`config.mk`:
```
export PLATFORM = sky130hd
export DESIGN_NAME = seg7_scan_reader
export DESIGN_NICKNAME = d
export VERILOG_FILES = /design/src/rtl/seg7_scan_reader.sv
export SDC_FILE = /design/constraint.sdc
export NUM_CORES = 1
export LEC_CHECK = 0
export CORE_AREA = 3 3 86 88
export CTS_CLUSTER_SIZE = 30
export DETAILED_ROUTE_END_ITERATION = 10
export DIE_AREA = 0 0 89 91
export PLACE_DENSITY = 0.71
export SYNTH_ARGS = -nofsm -noshare
export SYNTH_HDL_FRONTEND = slang
export SYNTH_SLANG_ARGS = --single-unit
```
`constraint.sdc`:
```
create_clock -name clk -period 3.11 [get_ports clk]
set_input_delay 0.622 -clock clk [delete_from_list [all_inputs] [get_ports clk]]
set_output_delay 0.622 -clock clk [all_outputs]
set_load 0.005 [all_outputs]
```
`src/rtl/seg7_scan_reader.sv`:
```
// Reconstructs a 4-digit hex value from a multiplexed 7-segment bus.
// Each digit is stability-filtered; a frame commits once all four are seen.
module seg7_scan_reader #(
  parameter int STABLE = 4
) (
  input  logic        clk,
  input  logic        rst,
  input  logic        a,
  input  logic        b,
  input  logic        c,
  input  logic        d,
  input  logic        e,
  input  logic        f,
  input  logic        g,
  input  logic        p,
  input  logic [3:0]  dig,
  output logic [15:0] value,
  output logic [3:0]  dp,
  output logic [3:0]  err,
  output logic        valid
);

  localparam logic [0:0] ST_COLLECT = 1'b0;
  localparam logic [0:0] ST_COMMIT  = 1'b1;
  localparam logic [7:0] STABLE_C   = 8'(STABLE);

  function automatic logic [4:0] decode7(input logic [6:0] seg);
    logic [4:0] r;
    case (seg)
      7'b1111110: r = 5'h00;
      7'b0110000: r = 5'h01;
      7'b1101101: r = 5'h02;
      7'b1111001: r = 5'h03;
      7'b0110011: r = 5'h04;
      7'b1011011: r = 5'h05;
      7'b1011111: r = 5'h06;
      7'b1110000: r = 5'h07;
      7'b1111111: r = 5'h08;
      7'b1111011: r = 5'h09;
      7'b1110111: r = 5'h0A;
      7'b0011111: r = 5'h0B;
      7'b1001110: r = 5'h0C;
      7'b0111101: r = 5'h0D;
      7'b1001111: r = 5'h0E;
      7'b1000111: r = 5'h0F;
      default:    r = 5'h10;
    endcase
    return r;
  endfunction

  logic [11:0] pins;
  logic [11:0] s_q;
  logic [7:0]  cnt_q, cnt_d;
  logic        done_q, done_d;
  logic        same, onehot, accept;
  logic [3:0]  acc_bits;
  logic [4:0]  dec;
  logic [3:0]  seen_q, seen_d;
  logic [0:0]  state_q, state_d;
  logic [3:0]  sh_nib_q [4];
  logic [3:0]  sh_dp_q, sh_err_q;
  logic [15:0] value_q;
  logic [3:0]  dp_q, err_q;
  logic        valid_q;

  assign pins = {dig, a, b, c, d, e, f, g, p};

  // The decision looks at the value S is about to take, so the accept lands
  // on the same edge at which the run reaches STABLE samples.
  assign same   = (pins == s_q);
  assign onehot = (pins[11:8] != 4'd0) && ((pins[11:8] & (pins[11:8] - 4'd1)) == 4'd0);
  assign dec    = decode7(pins[7:1]);

  always_comb begin
    cnt_d = 8'd1;
    if (same) begin
      cnt_d = (cnt_q >= STABLE_C) ? STABLE_C : cnt_q + 8'd1;
    end
    done_d   = same & done_q;
    accept   = (cnt_d == STABLE_C) && !done_d && onehot;
    acc_bits = accept ? pins[11:8] : 4'd0;
    seen_d   = ((state_q == ST_COMMIT) ? 4'd0 : seen_q) | acc_bits;
    state_d  = ST_COLLECT;
    if (state_q == ST_COLLECT && seen_d == 4'hF) begin
      state_d = ST_COMMIT;
    end
  end

  always_ff @(posedge clk or posedge rst) begin
    if (rst) begin
      s_q      <= '0;
      cnt_q    <= '0;
      done_q   <= 1'b0;
      seen_q   <= '0;
      state_q  <= ST_COLLECT;
      sh_dp_q  <= '0;
      sh_err_q <= '0;
      value_q  <= '0;
      dp_q     <= '0;
      err_q    <= '0;
      valid_q  <= 1'b0;
      for (int i = 0; i < 4; i++) begin
        sh_nib_q[i] <= '0;
      end
    end else begin
      s_q     <= pins;
      cnt_q   <= cnt_d;
      done_q  <= done_d | accept;
      seen_q  <= seen_d;
      state_q <= state_d;
      valid_q <= (state_q == ST_COMMIT);
      if (state_q == ST_COMMIT) begin
        value_q <= {sh_nib_q[3], sh_nib_q[2], sh_nib_q[1], sh_nib_q[0]};
        dp_q    <= sh_dp_q;
        err_q   <= sh_err_q;
      end
      for (int i = 0; i < 4; i++) begin
        if (acc_bits[i]) begin
          sh_nib_q[i] <= dec[3:0];
          sh_dp_q[i]  <= pins[0];
          sh_err_q[i] <= dec[4];
        end
      end
    end
  end

  assign value = value_q;
  assign dp    = dp_q;
  assign err   = err_q;
  assign valid = valid_q;

endmodule

```
# Yosys cells after proc, flatten, opt, wreduce, memory -nomap -nowiden
# Cells that the tools add are included.
totals:
  word_cells: 61
  latchBits: 0
  romBits: 0
  ramBits: 0
  reg_bits: 75
  memories: 0
  output_inout_bits: 25
classes:
  n_mul: 0
  n_shift: 0
  mux: 6
  reduce_logical: 7
  add_sub_neg: 2
  magnitude_cmp: 1
  n_eq_ne: 19
  div_mod_pow: 0
  n_bitwise: 5
ops:
  columns: ["op", "count"]
  rows:
  - ["$eq A7 B7 Y1 const B", 12]
  - ["$pmux W5 S16", 1]
  - ["$eq A7 B6 Y1 const B", 3]
  - ["$mux W8", 2]
  - ["$eq A12 B12 Y1", 1]
  - ["$add A8 B1 Y8 const B", 1]
  - ["$eq A8 B3 Y1 const B", 1]
  - ["$ge A8 B3 Y1 const B", 1]
  - ["$mux W4", 2]
  - ["$eq A7 B5 Y1 const B", 1]
  - ["$and A4 B4 Y4", 1]
  - ["$eq A4 B4 Y1 const B", 1]
  - ["$logic_and A1 B1 Y1", 4]
  - ["$logic_not A4 Y1", 1]
  - ["$or A4 B4 Y4", 1]
  - ["$reduce_bool A4 Y1", 1]
  - ["$sub A4 B1 Y4 const B", 1]
  - ["$and A1 B1 Y1", 1]
  - ["$logic_not A1 Y1", 1]
  - ["$mux W1", 1]
  - ["$not A1 Y1", 1]
  - ["$or A1 B1 Y1", 1]

# Logic depth before layout (Yosys ltp)
depth:
  word_depth: 11
  mapped_depth: 8
  ltp_nobuf: 7

# Worst setup path after synthesis
# Ideal clock, no wire load.
synth_path:
  kind: "input -> register"
  start: "in dig[0]"
  end: "reg state_q"
  cell_stages: 7
  arrival_time_ns: 2.331
  setup_time_ns: 0.111
  path_slack_ns: 0.667
  t_required_ns: 2.999
  path_cell_list: "buf_6 xor2_1 nor4_4 nand3_4 nor4_4 o22ai_2 a2111oi_2"
synth_via:
  elab_chain_cells: 10
synth_lines:
  columns: ["element", "line_no", "rtl"]
  rows:
  - ["start, declared", "16", "input logic [3:0] dig,"]
  - ["$sub A4 B1 Y4 or $eq A12 B12 Y1 (tied branches)", "71, 70", null]
  - ["$and A4 B4 Y4 (tied with other cells)", "71", "assign onehot = (pins[11:8] != 4'd0) && ((pins[11:8] & (pins[11:8] - 4'd1)) == 4'd0);"]
  - ["$logic_not A4 Y1 (tied with other cells)", "71", null]
  - ["$logic_and A1 B1 Y1 (on tied branches)", "71, 80", null]
  - ["$logic_and A1 B1 Y1", "80", "accept = (cnt_d == STABLE_C) && !done_d && onehot;"]
  - ["$mux W4 (*)", "81", "acc_bits = accept ? pins[11:8] : 4'd0;"]
  - ["$or A4 B4 Y4 (*)", "82", "seen_d = ((state_q == ST_COMMIT) ? 4'd0 : seen_q) | acc_bits;"]
  - ["$eq A4 B4 Y1 (*)", "84", "if (state_q == ST_COLLECT && seen_d == 4'hF) begin"]
  - ["$logic_and A1 B1 Y1 (*)", "84", null]
  - ["$mux W1 (*)", "84", null]
  - ["via state_d", "59", "logic [0:0] state_q, state_d;"]
  - ["end signal, assigned", "110", "state_q <= state_d;"]
  - ["end, declared", "59", null]
# The timed path passes the listed nets; every way through them passes the cells marked *.
# A chain may end at the register's enable or synchronous reset.

# Worst setup path in the final report
layout_path:
  start: "in e"
  end: "reg sh_nib_q[10] in the netlist's numbering"
layout_via:
  elab_chain_cells: 6
layout_lines:
  columns: ["element", "line_no", "rtl"]
  rows:
  - ["start, declared", "12", "input logic e,"]
  - ["$eq A12 B12 Y1", "70", "assign same = (pins == s_q);"]
  - ["$mux W8 or $and A1 B1 Y1 (tied branches)", "76, 79", null]
  - ["$eq A8 B3 Y1 or $logic_not A1 Y1 (tied branches)", "80", null]
  - ["$logic_and A1 B1 Y1 (2 in series)", "80", null]
  - ["$mux W4", "81", null]
  - ["end signal, assigned by index", "119", "sh_nib_q[i] <= dec[3:0];"]
  - ["end, declared", "60", "logic [3:0] sh_nib_q [4];"]
# Parallel ways exist; a longest one is shown, timed or not.

==> flow_metrics.env <==
export IMPL_status="finished, final reports clean"
export IMPL_fin_nets=322
export IMPL_max_freq_ghz=0.3855
export IMPL_crit_required_ns=3.34
export IMPL_tns_ns=0
export IMPL_cts_sinks=75
export IMPL_finalHoldViolCount=0
export IMPL_synthDistinctLibCells=45
export IMPL_reg2regPathDepth=7
export IMPL_die_h_um=91
export IMPL_cp_data_arrival_time_ns=2.82
export IMPL_ys_seq_elements=75
export IMPL_ir_drop_mv=0.3052
export IMPL_wl_per_cell_um=16.00
export IMPL_hpwl_um=4328
export IMPL_chipWidth_um=89
export IMPL_path_class="input port to register"
export IMPL_wl_met1_um=2730
export IMPL_leakage_uw=0.001933
export IMPL_post_place_ws_ns=0.1535
export IMPL_yosysWarnings=0
export IMPL_vias=2083
export IMPL_layout_commonest_cell="dfrtp_1"
export IMPL_num_antenna_cells=0
export IMPL_worstSetupStartpointType="input port"
export IMPL_numCtsBuffers=9
export IMPL_dieArea_sq_mm=0.008099
export IMPL_synth_edff_count=0
export IMPL_routed_top_layer="met4"
export IMPL_ctsResizeCount=0
export IMPL_multi_input_area_sq_mm=0.001319
export IMPL_seqCellArea_sq_mm=0.001877
export IMPL_gp_congestion=0.8374
export IMPL_synth_largest_area_cell="dfrtp_1"
export IMPL_nFillCells=533
export IMPL_viasPerCell=5.327
export IMPL_grt_pass1_vias=2151
export IMPL_syn_cell_area_sq_mm=0.003289
export IMPL_wirelength_um=6257
export IMPL_design_area_sq_mm=0.004075
export IMPL_async_flop_share_pct=100.0
export IMPL_synthTopCellsByArea="dfrtp_1 (57%), mux2_2 (16%), xor2_1 (3.7%)"
export IMPL_syn_to_final_growth_pct=23.89
export IMPL_cp_max_fo=6
export IMPL_htree_levels=3
export IMPL_post_cts_buffers=0
export IMPL_cts_hold_buf=0
export IMPL_syn_inst=246
export IMPL_clk_path_buf_depth=2
export IMPL_antenna_found_initial=0
export IMPL_dpl_cell_area_sq_mm=0.003849
export IMPL_cap_violations=0
export IMPL_rows=30
export IMPL_finalCritPeriodShare_pct=83.40
export IMPL_clk_latency_ns=0.34
export IMPL_cts_tree="built"
export IMPL_drc=0
export IMPL_hold_class="register to register"
export IMPL_cts_root_buf="clkbuf_8"
export IMPL_synth_top_area_share_pct=57.06
export IMPL_avgSynthCellArea_sq_um=13.37
export IMPL_grt_pass1_wl_um=10650
export IMPL_slew_viol_final=0
export IMPL_power_density_mw_per_mm2=480.3
export IMPL_grt_overflow_total=0
export IMPL_core_area_sq_mm=0.006719
export IMPL_grt_start_max_net_pins=29
export IMPL_first_pass_iters=4
export IMPL_setup_viol=0
export IMPL_ys_seq_area_share_pct=57.06
export IMPL_ant_nets=0
export IMPL_layout_common_cells="dfrtp_1 (75), mux2_2 (48), clkdlybuf4s50_1 (38)"
export IMPL_pin_count=39
export IMPL_ys_flop_type="dfrtp_1"
export IMPL_holdWs_ns=0.4873
export IMPL_layout_setup_ws_ns=0.5163
export IMPL_hold_depth=1
export IMPL_worstMarginPinSlew_ns=1.138
export IMPL_max_slew_margin_rel_pct=24.11
export IMPL_drt_iter0_markers=157
export IMPL_rsz0062_at_grt="false"
export IMPL_start_util_pct=48.96
export IMPL_r2r_setup_slack_ns=0.75
export IMPL_grt_total_usage_pct=17.27
export IMPL_drive_gt1_share_pct=31.19
export IMPL_fin_skew_ns=0.009695
export IMPL_routed_wl_met2_um=3148
export IMPL_io_buffers=38
export IMPL_clk_pin_slew_ns=0.08
export IMPL_wl_met3_um=292
export IMPL_power_uw=1957
export IMPL_period_needed_ns=2.594
export IMPL_cp_end_kind="register"
-- layer usage --
metal / vias up / track usage (%)
met1: 1045 / 22.60
met2: 46 / 26.79
met3: 7 / 5.626
met5: - / 0
li1: 985 / -
met4: 0 / 6.079
-- worst max-delay path, stage by stage --
cell and delay [ns]:
clkdlybuf4s50_1 0.44, xor2_1 0.18, nor4_2 0.44, nand3_4 0.18, nor4_4 0.40, buf_4 0.22, mux2_2 0.34
-- registers in the layout, summed over array words and instances (netlist names) --
register and flops:
valid 1, sh_dp_q 4, err 4, seen_q 4, cnt_q 8, done_q 1
dp 4, state_q 1, value 16, sh_err_q 4, sh_nib_q 16, s_q 12
-- final cells by class --
type	count	area share (%)
clock buffers	11	3.469
clock inverters	5	2.088
inverters	8	0.7369
multi-input cells	155	32.36
flip-flops and latches	75	46.05
well taps	80	2.456
repair buffers	57	12.83
-- Yosys cell counts, types with 2 or more instances --
cell and instances:
mux2_2 48, nor2b_1 2, o2111a_1 2, o21ai_0 3, inv_1 8, a32oi_1 2
a21o_1 2, nor4_4 4, a2bb2oi_1 2, nand2_1 10, a21o_2 2, nor2_1 11
nor3_1 7, or2_2 2, dfrtp_1 75, buf_6 4, xor2_1 14, o21bai_1 2
nand3_1 5, clkbuf_1 7, nand2b_1 2, ha_1 2, a21oi_1 5, nor4_1 4
-- report_power, final --
group	leakage [uW]	internal [uW]	switching [uW]
clock network	0.000110	478	355
registers	0.000998	986	4.47
logic	0.000824	53.3	80.7
total	0.00193	1520	440
-- cell families (layout without fill, tap and decap cells) --
kind of cell / count (synthesis) / in the layout / share of synthesized area [%]
muxes: 48 / 48 / 16.43
adders and majority gates: 2 / 2 / 0.7606
buffers and inverters: 20 / 81 / 3.309
AOI/OAI and AO/OA: 30 / 30 / 7.341
xor gates and xnor gates: 14 / 14 / 3.728
DFF: 75 / 75 / 57.06
other: 1 / 5 / 0.1140
and+or+nand+nor: 56 / 56 / 11.26
-- worst paths after layout --
kind / from / endpoint
min reg2reg: done_q / done_q
min: done_q / done_q
max: e / sh_nib_q[10]
max in group asynchronous: rst / value[13]
min in group asynchronous: rst / cnt_q[5]
max reg2reg: cnt_q[0] / sh_nib_q[10]
-- per-stage QoR --
step | utilization (%) | std cells
4_1_cts | 60.65 | 391
3_5_place_dp | 57.28 | 375
3_3_place_gp | 57.28 | 375
6_report | 60.65 | 391
5_1_grt | 60.65 | 391
2_1_floorplan | - | 250
Note: power is estimated with default switching activity, not from simulation.
